### src/rtl/sid_bus_sched.sv
// SID write scheduler: round-robin merge of two write ports into a FIFO,
// drained onto the SID bus at most one write per 1 MHz TICK.
module sid_bus_sched #(
  parameter int CLK_DIV    = 12,
  parameter int FIFO_DEPTH = 8
) (
  input  logic                          CLK,
  input  logic                          RST,
  input  logic                          A_VALID,
  output logic                          A_READY,
  input  logic [4:0]                    A_ADDR,
  input  logic [7:0]                    A_DATA,
  input  logic                          B_VALID,
  output logic                          B_READY,
  input  logic [4:0]                    B_ADDR,
  input  logic [7:0]                    B_DATA,
  output logic                          TICK,
  output logic                          WR,
  output logic [4:0]                    ADDR,
  output logic [7:0]                    DATA,
  output logic                          DROPPED,
  output logic [$clog2(FIFO_DEPTH):0]   LEVEL
);

  localparam int AW = $clog2(FIFO_DEPTH);
  localparam int DW = $clog2(CLK_DIV);
  localparam logic [DW-1:0] DIV_MAX = DW'(CLK_DIV - 1);
  localparam logic [4:0] ADDR_LIM = 5'h19;

  typedef enum logic {
    PORT_A,
    PORT_B
  } port_e;

  logic [DW-1:0] div_cnt_q, div_cnt_d;
  logic          tick_q, tick_d;
  port_e         last_q, last_d;
  logic [AW:0]   wptr_q, wptr_d;
  logic [AW:0]   rptr_q, rptr_d;
  logic [12:0]   mem_q [FIFO_DEPTH];
  logic [12:0]   mem_d [FIFO_DEPTH];
  logic          wr_q, wr_d;
  logic [4:0]    addr_q, addr_d;
  logic [7:0]    data_q, data_d;
  logic          dropped_q, dropped_d;

  logic        full, empty;
  logic        grant_a, grant_b;
  logic        xfer_a, xfer_b, xfer;
  logic [4:0]  in_addr;
  logic [7:0]  in_data;
  logic        in_ok;
  logic        push, pop;
  logic [12:0] head;

  assign full  = (wptr_q[AW] != rptr_q[AW]) &&
                 (wptr_q[AW-1:0] == rptr_q[AW-1:0]);
  assign empty = (wptr_q == rptr_q);

  // Tie goes to the port not served last.
  assign grant_a = A_VALID && (!B_VALID || last_q == PORT_B);
  assign grant_b = B_VALID && (!A_VALID || last_q == PORT_A);
  assign A_READY = grant_a && !full;
  assign B_READY = grant_b && !full;

  assign xfer_a  = A_VALID && A_READY;
  assign xfer_b  = B_VALID && B_READY;
  assign xfer    = xfer_a || xfer_b;
  assign in_addr = xfer_a ? A_ADDR : B_ADDR;
  assign in_data = xfer_a ? A_DATA : B_DATA;
  assign in_ok   = (in_addr < ADDR_LIM);

  assign push = xfer && in_ok;
  assign pop  = tick_q && !empty;
  assign head = mem_q[rptr_q[AW-1:0]];

  always_comb begin
    div_cnt_d = div_cnt_q + DW'(1);
    if (div_cnt_q == DIV_MAX) begin
      div_cnt_d = '0;
    end
    tick_d    = (div_cnt_q == DIV_MAX);
    last_d    = last_q;
    mem_d     = mem_q;
    wptr_d    = wptr_q;
    rptr_d    = rptr_q;
    wr_d      = pop;
    addr_d    = addr_q;
    data_d    = data_q;
    dropped_d = xfer && !in_ok;
    if (xfer_a) begin
      last_d = PORT_A;
    end else if (xfer_b) begin
      last_d = PORT_B;
    end
    if (push) begin
      mem_d[wptr_q[AW-1:0]] = {in_addr, in_data};
      wptr_d = wptr_q + (AW+1)'(1);
    end
    if (pop) begin
      rptr_d = rptr_q + (AW+1)'(1);
      addr_d = head[12:8];
      data_d = head[7:0];
    end
  end

  always_ff @(posedge CLK) begin
    if (RST) begin
      div_cnt_q <= '0;
      tick_q    <= 1'b0;
      last_q    <= PORT_B;
      wptr_q    <= '0;
      rptr_q    <= '0;
      wr_q      <= 1'b0;
      addr_q    <= '0;
      data_q    <= '0;
      dropped_q <= 1'b0;
    end else begin
      div_cnt_q <= div_cnt_d;
      tick_q    <= tick_d;
      last_q    <= last_d;
      wptr_q    <= wptr_d;
      rptr_q    <= rptr_d;
      wr_q      <= wr_d;
      addr_q    <= addr_d;
      data_q    <= data_d;
      dropped_q <= dropped_d;
    end
  end

  // Storage needs no reset: pointers alone define valid entries.
  always_ff @(posedge CLK) begin
    mem_q <= mem_d;
  end

  assign TICK    = tick_q;
  assign WR      = wr_q;
  assign ADDR    = addr_q;
  assign DATA    = data_q;
  assign DROPPED = dropped_q;
  assign LEVEL   = wptr_q - rptr_q;

endmodule

### config.mk
export PLATFORM = sky130hd
export DESIGN_NAME = sid_bus_sched
export DESIGN_NICKNAME = d
export VERILOG_FILES = /design/src/rtl/sid_bus_sched.sv
export SDC_FILE = /design/constraint.sdc
export NUM_CORES = 1
export LEC_CHECK = 0
export ABC_AREA = 1
export CORE_MARGIN = 2
export CORE_UTILIZATION = 30
export DETAILED_ROUTE_END_ITERATION = 8
export DONT_BUFFER_PORTS = 1
export PLACE_DENSITY_LB_ADDON = 0.12
export SETUP_SLACK_MARGIN = 0.4
export SLEW_MARGIN = 0
export SYNTH_ARGS = -nofsm -noshare
export SYNTH_HDL_FRONTEND = slang
export SYNTH_SLANG_ARGS = --single-unit
### constraint.sdc
create_clock -name CLK -period 5.6 [get_ports CLK]
set_input_delay 0.56 -clock CLK [delete_from_list [all_inputs] [get_ports CLK]]
set_output_delay 0.56 -clock CLK [all_outputs]
set_load 0.005 [all_outputs]
==> results.sh, run 1 <==
export IMPL_muxShareOfSynthArea_pct=0
export IMPL_vias=3537
export IMPL_cap_violations=0
export IMPL_grt_usage_pct=14.9
export IMPL_relSlewSlack_pct=10.2
export IMPL_synthXorXnorAreaFrac_pct=0.797
export IMPL_finalSetupTns_ns=0
export IMPL_fin_worst_skew_ns=0.00865
export IMPL_status="complete, no violations"
export IMPL_final_cell_mix="104 x edfxtp_1, 67 x nor2_1, 59 x nand2_1"
export IMPL_fillerInstances=1776
export IMPL_antenna_left=0
export IMPL_finish_utilization_pct=35.2
export IMPL_die_w_um=139
export IMPL_die_area_um2=19400
export IMPL_rows=49
export IMPL_critPathLaunchType="flip-flop"
export IMPL_grt_ovfl_total=0
export IMPL_power_leakage_nw=2.21
export IMPL_die_h_um=139
export IMPL_drive_above_1_share_pct=11.2
export IMPL_rsz0062_at_grt="no"
export IMPL_vias_per_cell=4.91
export IMPL_synth_ff_latch_count=133
export IMPL_yosys_top_cells_area="edfxtp_1 57%, dfxtp_1 11%, o21ai_0 5.1%, nor2_1 4.6%, nand2_1 4.0%"
export IMPL_post_cts_buffers=0
export IMPL_fin_crit_ns=3.79
export IMPL_holdPathStages=1
export IMPL_grt_max_degree=57
export IMPL_cts_tree="yes"
export IMPL_period_share_pct=67.7
export IMPL_ctsResizeCount=0
export IMPL_clockBufferDepth=2
export IMPL_postSynthCellCount=478
export IMPL_yosysWarnings=0
export IMPL_reg2reg_depth=11
export IMPL_first_iter_violations=200
export IMPL_root_buffer="clkbuf_16"
export IMPL_drtPass1Iterations=5
export IMPL_htree_levels=4
export IMPL_critPathCaptureType="flip-flop"
export IMPL_ys_flop_type="edfxtp_1"
export IMPL_pin_count=52
export IMPL_synthDistinctLibCells=34
export IMPL_grt_pass1_vias=3556
export IMPL_syn2layout_area_growth_pct=14.9
export IMPL_grt_pass1_wl_um=21200
export IMPL_synth_compound_area_share_pct=13.0
export IMPL_worst_slew_pin_slew_ns=1.34
export IMPL_regArea_um2=3700
export IMPL_cp_arrival_ns=3.81
export IMPL_synth_edf_count=104
export IMPL_synth_simple_area_share_pct=13.1
export IMPL_synth_top_family_by_area="simple AND/OR/NAND/NOR gates"
export IMPL_hold_viol=0
export IMPL_postRouteWirelength_um=14100
export IMPL_synthAdderAreaFrac_pct=1.73
export IMPL_gp_congestion=0.734
export IMPL_cts_sinks=133
export IMPL_synth_area_um2=5490
export IMPL_diodes=0
export IMPL_layout_commonest_cell="edfxtp_1"
export IMPL_core_um2=18000
export IMPL_clkSlewWorstSetupHoldPaths_ns=0.06
export IMPL_clk_latency_ns=0.41
export IMPL_synth_nets=515
export IMPL_yosys_area_top_type="edfxtp_1"
export IMPL_critPathKind="reg -> reg"
export IMPL_whs_ns=0.208
export IMPL_async_flop_share_pct=0
export IMPL_final_nets=516
export IMPL_antenna_found_initial=0
export IMPL_cts_made_buffers=17
export IMPL_drc=0
export IMPL_avgSynthCellArea_um2=11.5
export IMPL_hold_path_class="in -> reg"
export IMPL_ys_seq_area_share_pct=67.4
export IMPL_synth_top_area_share_pct=56.8
export IMPL_start_util_pct=30.6
export IMPL_ir_drop_mv=0.217
export IMPL_crit_required_ns=5.62
export IMPL_worstPathMaxFanout=56
export IMPL_numPortBuffers=0
export IMPL_multi_input_area_um2=1570
export IMPL_fmax_mhz=264
export IMPL_dpl_hpwl_um=9090
export IMPL_wl_per_cell_um=19.5
export IMPL_drv_slew=0
export IMPL_powerDensity_nw_per_um2=373
export IMPL_hold_buffers=0
export IMPL_finalSetupViolCount=0
## power breakdown
part,internal (mW),total (mW),switching [mW]
Combinational,0.0293,0.119,0.0896
Sequential,1.11,1.12,0.00963
Clock,0.719,1.12,0.399
## per-layer routing
metal	up-vias	routed length (um)	share of wire [%]	GRT usage (%)
li1	1703	-	-	-
met1	1748	6650	47	20.3
met2	74	6450	46	22.8
met3	12	811	5.8	4.92
met4	0	149	1.1	4.68
met5	-	0	0	0
## synth_stat cells (4+ instances only)
| cell type | instances |
|---|---|
| clkbuf_1 | 18 |
| ha_1 | 6 |
| nand2_1 | 59 |
| nor2_1 | 67 |
| nand2_2 | 7 |
| nand2_4 | 4 |
| xor2_1 | 4 |
| dfxtp_1 | 29 |
| o22ai_1 | 13 |
| o21ai_0 | 56 |
| edfxtp_1 | 104 |
| a21oi_1 | 20 |
| o221ai_1 | 13 |
| nand3_1 | 10 |
| inv_1 | 26 |
| o211ai_1 | 14 |
## cell type report
cell class,count,area share (%)
sequential,133,58.6
multi-input combinational,290,24.9
clock buffer,22,7.35
tap,229,4.54
clock inverter,10,2.06
inverter,32,1.90
timing repair buffer,5,0.594
## logic make-up (layout without fill, tap and decap cells)
kind of cell    count (synthesis)  in the layout
fa+ha+maj                       7              7
flops                         133            133
buf+inv                        55             69
xor+xnor                        5              5
compound gates                119            119
simple gates                  159            159
## state kept, by name, indices dropped and copies added, names as in the netlist
| register | cells |
|---|---|
| WR | 1 |
| rptr_q | 4 |
| last_q | 1 |
| mem_q | 104 |
| TICK | 1 |
| DATA | 8 |
| wptr_q | 4 |
| ADDR | 5 |
| div_cnt_q | 4 |
| DROPPED | 1 |
## worst max-delay path, cell delays in order, from the launching register on
cell and delay (ns):
dfxtp_1 0.30, buf_4 0.46, ha_1 0.34, inv_1 0.15
nor2_4 0.07, nand2_4 0.12, nand2_4 0.15, inv_2 0.27
nor2_1 0.10, inv_1 0.27, nand3_4 0.14, nor2_1 1.02
## worst paths after layout
check               startpoint      endpoint  slack [ns]
setup / recovery     rptr_q[0]     mem_q[96]        1.81
hold / removal             RST       ADDR[4]        0.21
setup reg to reg     rptr_q[0]     mem_q[96]        1.81
hold reg to reg   div_cnt_q[0]  div_cnt_q[0]        0.45
## metrics by stage
| stage | total power, mW | instances | cell area [um^2] | setup WS, ns |
|---|---|---|---|---|
| after floorplan | 1.22 | 478 | 5490 | 2.58 |
| after global placement | 1.26 | 689 | 5720 | 1.77 |
| after detailed placement | 1.26 | 689 | 5720 | 1.71 |
| after CTS | 2.38 | 721 | 6310 | 1.69 |
| after global routing | 2.43 | 721 | 6310 | 1.41 |
| final | 2.35 | 721 | 6310 | 1.81 |
Note: power is estimated with default switching activity, not from simulation.
==> run 2, diff against run 1 <==
==> constraint.sdc (replaced) <==
create_clock -name CLK -period 3.7 [get_ports CLK]
set_input_delay 0.37 -clock CLK [delete_from_list [all_inputs] [get_ports CLK]]
set_output_delay 0.37 -clock CLK [all_outputs]
set_load 0.005 [all_outputs]
==> results.sh, run 2 (synthesized netlist as in run 1, its figures left out) <==
export IMPL_status="complete, no violations"
export IMPL_first_iter_violations=249
export IMPL_die_w_um=139
export IMPL_cp_arrival_ns=2.90
export IMPL_finalSetupViolCount=0
export IMPL_finalWorstSetupSlack_ns=0.895
export IMPL_fmax_mhz=356
export IMPL_critPathCaptureType="flip-flop"
export IMPL_diodes=0
export IMPL_drc=0
export IMPL_dpl_hpwl_um=8430
export IMPL_ctsResizeCount=0
export IMPL_postRouteWirelength_um=13500
export IMPL_drive_above_1_share_pct=13.1
export IMPL_critPathLaunchType="flip-flop"
export IMPL_clk_latency_ns=0.41
export IMPL_ir_drop_mv=0.284
export IMPL_gp_congestion=0.793
export IMPL_endpoint="mem_q[15]"
export IMPL_grt_max_degree=56
export IMPL_finish_utilization_pct=35.6
export IMPL_crit_required_ns=3.80
export IMPL_reg2reg_slack_ns=0.89
export IMPL_largest_reg_flops=104
export IMPL_die_h_um=139
export IMPL_whs_ns=0.0232
export IMPL_root_buffer="clkbuf_16"
export IMPL_power_leakage_nw=2.26
export IMPL_r2r_start="wptr_q[0]"
export IMPL_cts_tree="yes"
export IMPL_cp_top_family="buffers and inverters"
export IMPL_largest_register="mem_q"
export IMPL_dp_cells=700
export IMPL_drtPass1Iterations=5
export IMPL_fin_crit_ns=2.81
export IMPL_period_share_pct=75.8
export IMPL_final_cells=734
export IMPL_final_area_um2=6390
export IMPL_cap_violations=0
export IMPL_wl_per_cell_um=18.4
export IMPL_die_area_um2=19400
export IMPL_final_nets=529
export IMPL_pin_count=52
export IMPL_antenna_left=0
export IMPL_clockBufferDepth=2
export IMPL_path_depth=12
export IMPL_grt_usage_pct=14.5
export IMPL_relSlewSlack_pct=53.1
export IMPL_final_cell_mix="104 x edfxtp_1, 67 x nor2_1, 59 x nand2_1"
export IMPL_layout_commonest_cell="edfxtp_1"
export IMPL_finalSetupTns_ns=0
export IMPL_numPortBuffers=0
export IMPL_grt_ovfl_total=0
export IMPL_hold_viol=0
export IMPL_place_area_um2=5800
export IMPL_htree_levels=4
export IMPL_reg2reg_depth=12
export IMPL_crit_path_start="wptr_q[0]"
export IMPL_start_util_pct=30.6
export IMPL_vias_per_cell=4.89
export IMPL_critPathMaxStageDelay_ns=0.40
export IMPL_clkSlewWorstSetupHoldPaths_ns=0.06
export IMPL_worst_path_buf_inv=5
export IMPL_worst_slew_pin_slew_ns=0.703
export IMPL_total_power_mw=3.48
export IMPL_drv_slew=0
export IMPL_syn2layout_area_growth_pct=16.3
export IMPL_cts_sinks=133
export IMPL_hold_path_class="in -> reg"
export IMPL_critPathKind="reg -> reg"
export IMPL_rows=49
export IMPL_grt_pass1_wl_um=20700
export IMPL_grt_pass1_vias=3573
export IMPL_cts_made_buffers=17
export IMPL_vias=3587
export IMPL_r2r_end="mem_q[15]"
export IMPL_post_cts_buffers=0
export IMPL_powerDensity_nw_per_um2=544
export IMPL_core_um2=18000
export IMPL_pre_cts_ws_ns=0.867
export IMPL_rsz0062_at_grt="no"
export IMPL_fin_worst_skew_ns=0.00553
export IMPL_worstPathMaxFanout=14
export IMPL_slowest_stage="dfxtp_1"
export IMPL_crit_chain="inv_1 -> ha_1 -> inv_1 -> nor2_4 -> nand2_4 -> nand2_4 -> inv_2 -> nor2_1 -> inv_1 -> nand3_4 -> nor3_2 -> buf_4"
export IMPL_antenna_found_initial=0
export IMPL_critical_path_most_common_cell="inv_1"
-- run 2: area by class of cell --
class                   count  area (um^2)
clock buffers              18          429
clock inverters            14          138
fillers                  1742        11600
inverters                  32          120
multi-input cells         290         1570
flip-flops and latches    133         3700
well taps                 229          287
repair buffers             18          140
-- run 2: worst min-delay path by stage --
stage | from | slack (ns) | cells past startpoint | end
after detailed placement | RST | 0.44 | 1 | wptr_q[0]
after floorplan | div_cnt_q[0] | 0.42 | 1 | div_cnt_q[0]
after CTS | RST | 0.003 | 1 | DATA[7]
final | RST | 0.02 | 1 | wptr_q[3]
after global routing | RST | 0.0004 | 1 | DATA[0]
after global placement | div_cnt_q[0] | 0.44 | 1 | div_cnt_q[0]
-- run 2: report_power, final --
part	switching, mW	total, mW	internal [mW]
registers	0.0137	1.69	1.67
logic	0.125	0.178	0.0521
clock network	0.626	1.61	0.984
-- run 2: what timing repair did --
item,in CTS,in global routing
hold buffers,1,1
endpoints found under the setup margin,0,0
hold endpoints to repair,1,4
-- run 2: per-layer routing --
| layer | up-vias | part of all wire, % | GRT usage (%) |
|---|---|---|---|
| met1 | 1787 | 46 | 18.4 |
| met2 | 62 | 49 | 23.8 |
| met3 | 12 | 4.6 | 4.16 |
| met4 | 0 | 1.2 | 5.10 |
| li1 | 1726 | - | - |
| met5 | - | 0 | 0 |
==> run 3, diff against run 2 <==
--- a/config.mk
+++ b/config.mk
@@ -5,7 +5,7 @@
 export SDC_FILE = /design/constraint.sdc
 export NUM_CORES = 1
 export LEC_CHECK = 0
-export ABC_AREA = 1
+export ABC_AREA = 0
 export CORE_MARGIN = 2
 export CORE_UTILIZATION = 30
 export DETAILED_ROUTE_END_ITERATION = 8
==> constraint.sdc (replaced) <==
create_clock -name CLK -period 2.88 [get_ports CLK]
set_input_delay 0.288 -clock CLK [delete_from_list [all_inputs] [get_ports CLK]]
set_output_delay 0.288 -clock CLK [all_outputs]
set_load 0.005 [all_outputs]
==> results.sh, run 3 <==
export IMPL_synth_top_area_share_pct=57.6
export IMPL_critPathCaptureType="flip-flop"
export IMPL_ir_drop_mv=0.505
export IMPL_synth_edf_count=104
export IMPL_diodes=0
export IMPL_core_um2=17800
export IMPL_die_area_um2=19200
export IMPL_drtPass1Iterations=4
export IMPL_worst_path_buf_inv=1
export IMPL_grt_usage_pct=13.2
export IMPL_grt_ovfl_total=0
export IMPL_slowest_stage="dfxtp_1"
export IMPL_yosysWarnings=0
export IMPL_yosys_area_top_type="edfxtp_1"
export IMPL_relSlewSlack_pct=60.0
export IMPL_fmax_mhz=427
export IMPL_first_iter_violations=165
export IMPL_synth_nets=366
export IMPL_final_nets=385
export IMPL_drv_slew=0
export IMPL_drive_above_1_share_pct=29.4
export IMPL_yosys_cell_count_top_type="edfxtp_1"
export IMPL_pin_count=52
export IMPL_rows=49
export IMPL_crit_required_ns=2.97
export IMPL_start_util_pct=30.4
export IMPL_postSynthCellCount=329
export IMPL_synth_ff_latch_count=133
export IMPL_final_cell_mix="104 x edfxtp_1, 32 x nand2_1, 27 x dfxtp_1"
export IMPL_synth_area_um2=5430
export IMPL_grt_max_degree=31
export IMPL_vias_per_cell=4.87
export IMPL_async_flop_share_pct=0
export IMPL_finalWorstSetupSlack_ns=0.540
export IMPL_drc=0
export IMPL_antenna_found_initial=0
export IMPL_numPortBuffers=0
export IMPL_worst_slew_pin_slew_ns=0.600
export IMPL_critPathKind="reg -> reg"
export IMPL_hold_path_class="in -> reg"
export IMPL_worstPathMaxFanout=13
export IMPL_die_h_um=138
export IMPL_root_buffer="clkbuf_16"
export IMPL_grt_pass1_wl_um=18400
export IMPL_fin_crit_ns=2.34
export IMPL_fillerInstances=1691
export IMPL_ys_flop_type="edfxtp_1"
export IMPL_htree_levels=4
export IMPL_post_cts_buffers=0
export IMPL_power_leakage_nw=2.08
export IMPL_period_share_pct=81.3
export IMPL_status="complete, no violations"
export IMPL_avgSynthCellArea_um2=16.5
export IMPL_layout_commonest_cell="edfxtp_1"
export IMPL_hold_viol=0
export IMPL_postRouteWirelength_um=12000
export IMPL_powerDensity_nw_per_um2=726
export IMPL_antenna_left=0
export IMPL_cts_tree="yes"
export IMPL_vias=2871
export IMPL_critPathLaunchType="flip-flop"
export IMPL_largest_register="mem_q"
export IMPL_synthDistinctLibCells=45
export IMPL_cap_violations=0
export IMPL_finalSetupTns_ns=0
export IMPL_dpl_hpwl_um=7190
export IMPL_cp_arrival_ns=2.43
export IMPL_ys_seq_area_share_pct=68.3
export IMPL_finalSetupViolCount=0
export IMPL_clk_latency_ns=0.41
export IMPL_largest_reg_flops=104
export IMPL_rsz0062_at_grt="no"
export IMPL_syn2layout_area_growth_pct=18.6
export IMPL_wl_per_cell_um=20.3
export IMPL_clockBufferDepth=2
export IMPL_critPathMaxStageDelay_ns=0.53
export IMPL_pre_cts_ws_ns=0.420
export IMPL_synth_commonest_cells="104 x edfxtp_1, 32 x nand2_1, 29 x dfxtp_1"
export IMPL_place_area_um2=5800
export IMPL_final_area_um2=6430
export IMPL_clkSlewWorstSetupHoldPaths_ns=0.06
export IMPL_die_w_um=138
export IMPL_gp_congestion=0.717
export IMPL_grt_pass1_vias=2964
export IMPL_yosys_top_cells_area="edfxtp_1 58%, mux4_2 11%, dfxtp_1 11%, mux2_2 3.1%, nand2_1 2.2%"
export IMPL_cts_sinks=133
export IMPL_cts_made_buffers=17
export IMPL_fin_worst_skew_ns=0.0117
export IMPL_cp_top_family="simple AND/OR/NAND/NOR gates"
export IMPL_crit_chain="ha_1 -> nand3_2 -> nor2_2 -> or2_4 -> nor4_4 -> buf_4"
-- run 3: cell types whose count changed after synthesis, sizes merged, moves of 16 or more --
cell / delta
nor2: -42
mux2: +16
a21oi: -16
nand2: -38
o21ai: -53
mux4: +26
inv: -20
-- run 3: what timing repair did --
action / 4_1_cts / 5_1_grt
gates resized for setup: 1 / 2
hold buffers: 1 / 0
endpoints found under the hold margin: 26 / 0
setup endpoints to repair: 5 / 26
-- run 3: cells by family (layout without fill, tap and decap cells) --
family | after synthesis | after routing | synth area share, %
compound gates | 33 | 33 | 4.94
xor+xnor | 7 | 7 | 1.27
fa+ha+maj | 7 | 7 | 1.75
buf+inv | 25 | 57 | 2.33
flops | 133 | 133 | 68.3
mux | 43 | 43 | 14.3
simple gates | 81 | 81 | 7.15
-- run 3: metal layers --
layer	wire length (um)	track usage (%)	vias up
li1	-	-	1325
met1	5550	16.9	1482
met2	5820	21.0	54
met3	508	4.64	10
met4	116	4.30	0
met5	0	0	-
-- run 3: report_power, final --
part	switching, mW	total, mW	internal [mW]
Clock	0.826	2.22	1.39
Sequential	0.0211	2.18	2.16
Combinational	0.166	0.270	0.104
Total	1.01	4.67	3.66
-- run 3: path summary, 6_finish.rpt --
check          startpoint            to  slack [ns]  cells after the start
max reg2reg     wptr_q[1]    mem_q[103]        0.54                      6
min reg2reg  div_cnt_q[0]  div_cnt_q[0]        0.46                      1
min               B_VALID       DROPPED        0.04                      2
max             wptr_q[1]    mem_q[103]        0.54                      6
-- run 3: area by class of cell --
class	instances	area (um^2)	share of cell area, %
sequential	133	3710	57.6
clock buffer	18	439	6.83
tap	229	287	4.45
timing repair buffer	16	133	2.06
inverter	9	33.8	0.525
multi-input combinational	171	1660	25.8
clock inverter	14	173	2.68
-- run 3: through the flow --
step	power, mW	utilization (%)	hold slack [ns]	instances
floorplan	2.40	-	0.429	329
finish	4.67	36.1	0.0398	590
detailed placement	2.49	32.5	0.359	557
global route	4.86	36.1	0.0484	590
global placement	2.48	32.5	0.362	557
CTS	4.74	36.0	0.0183	590
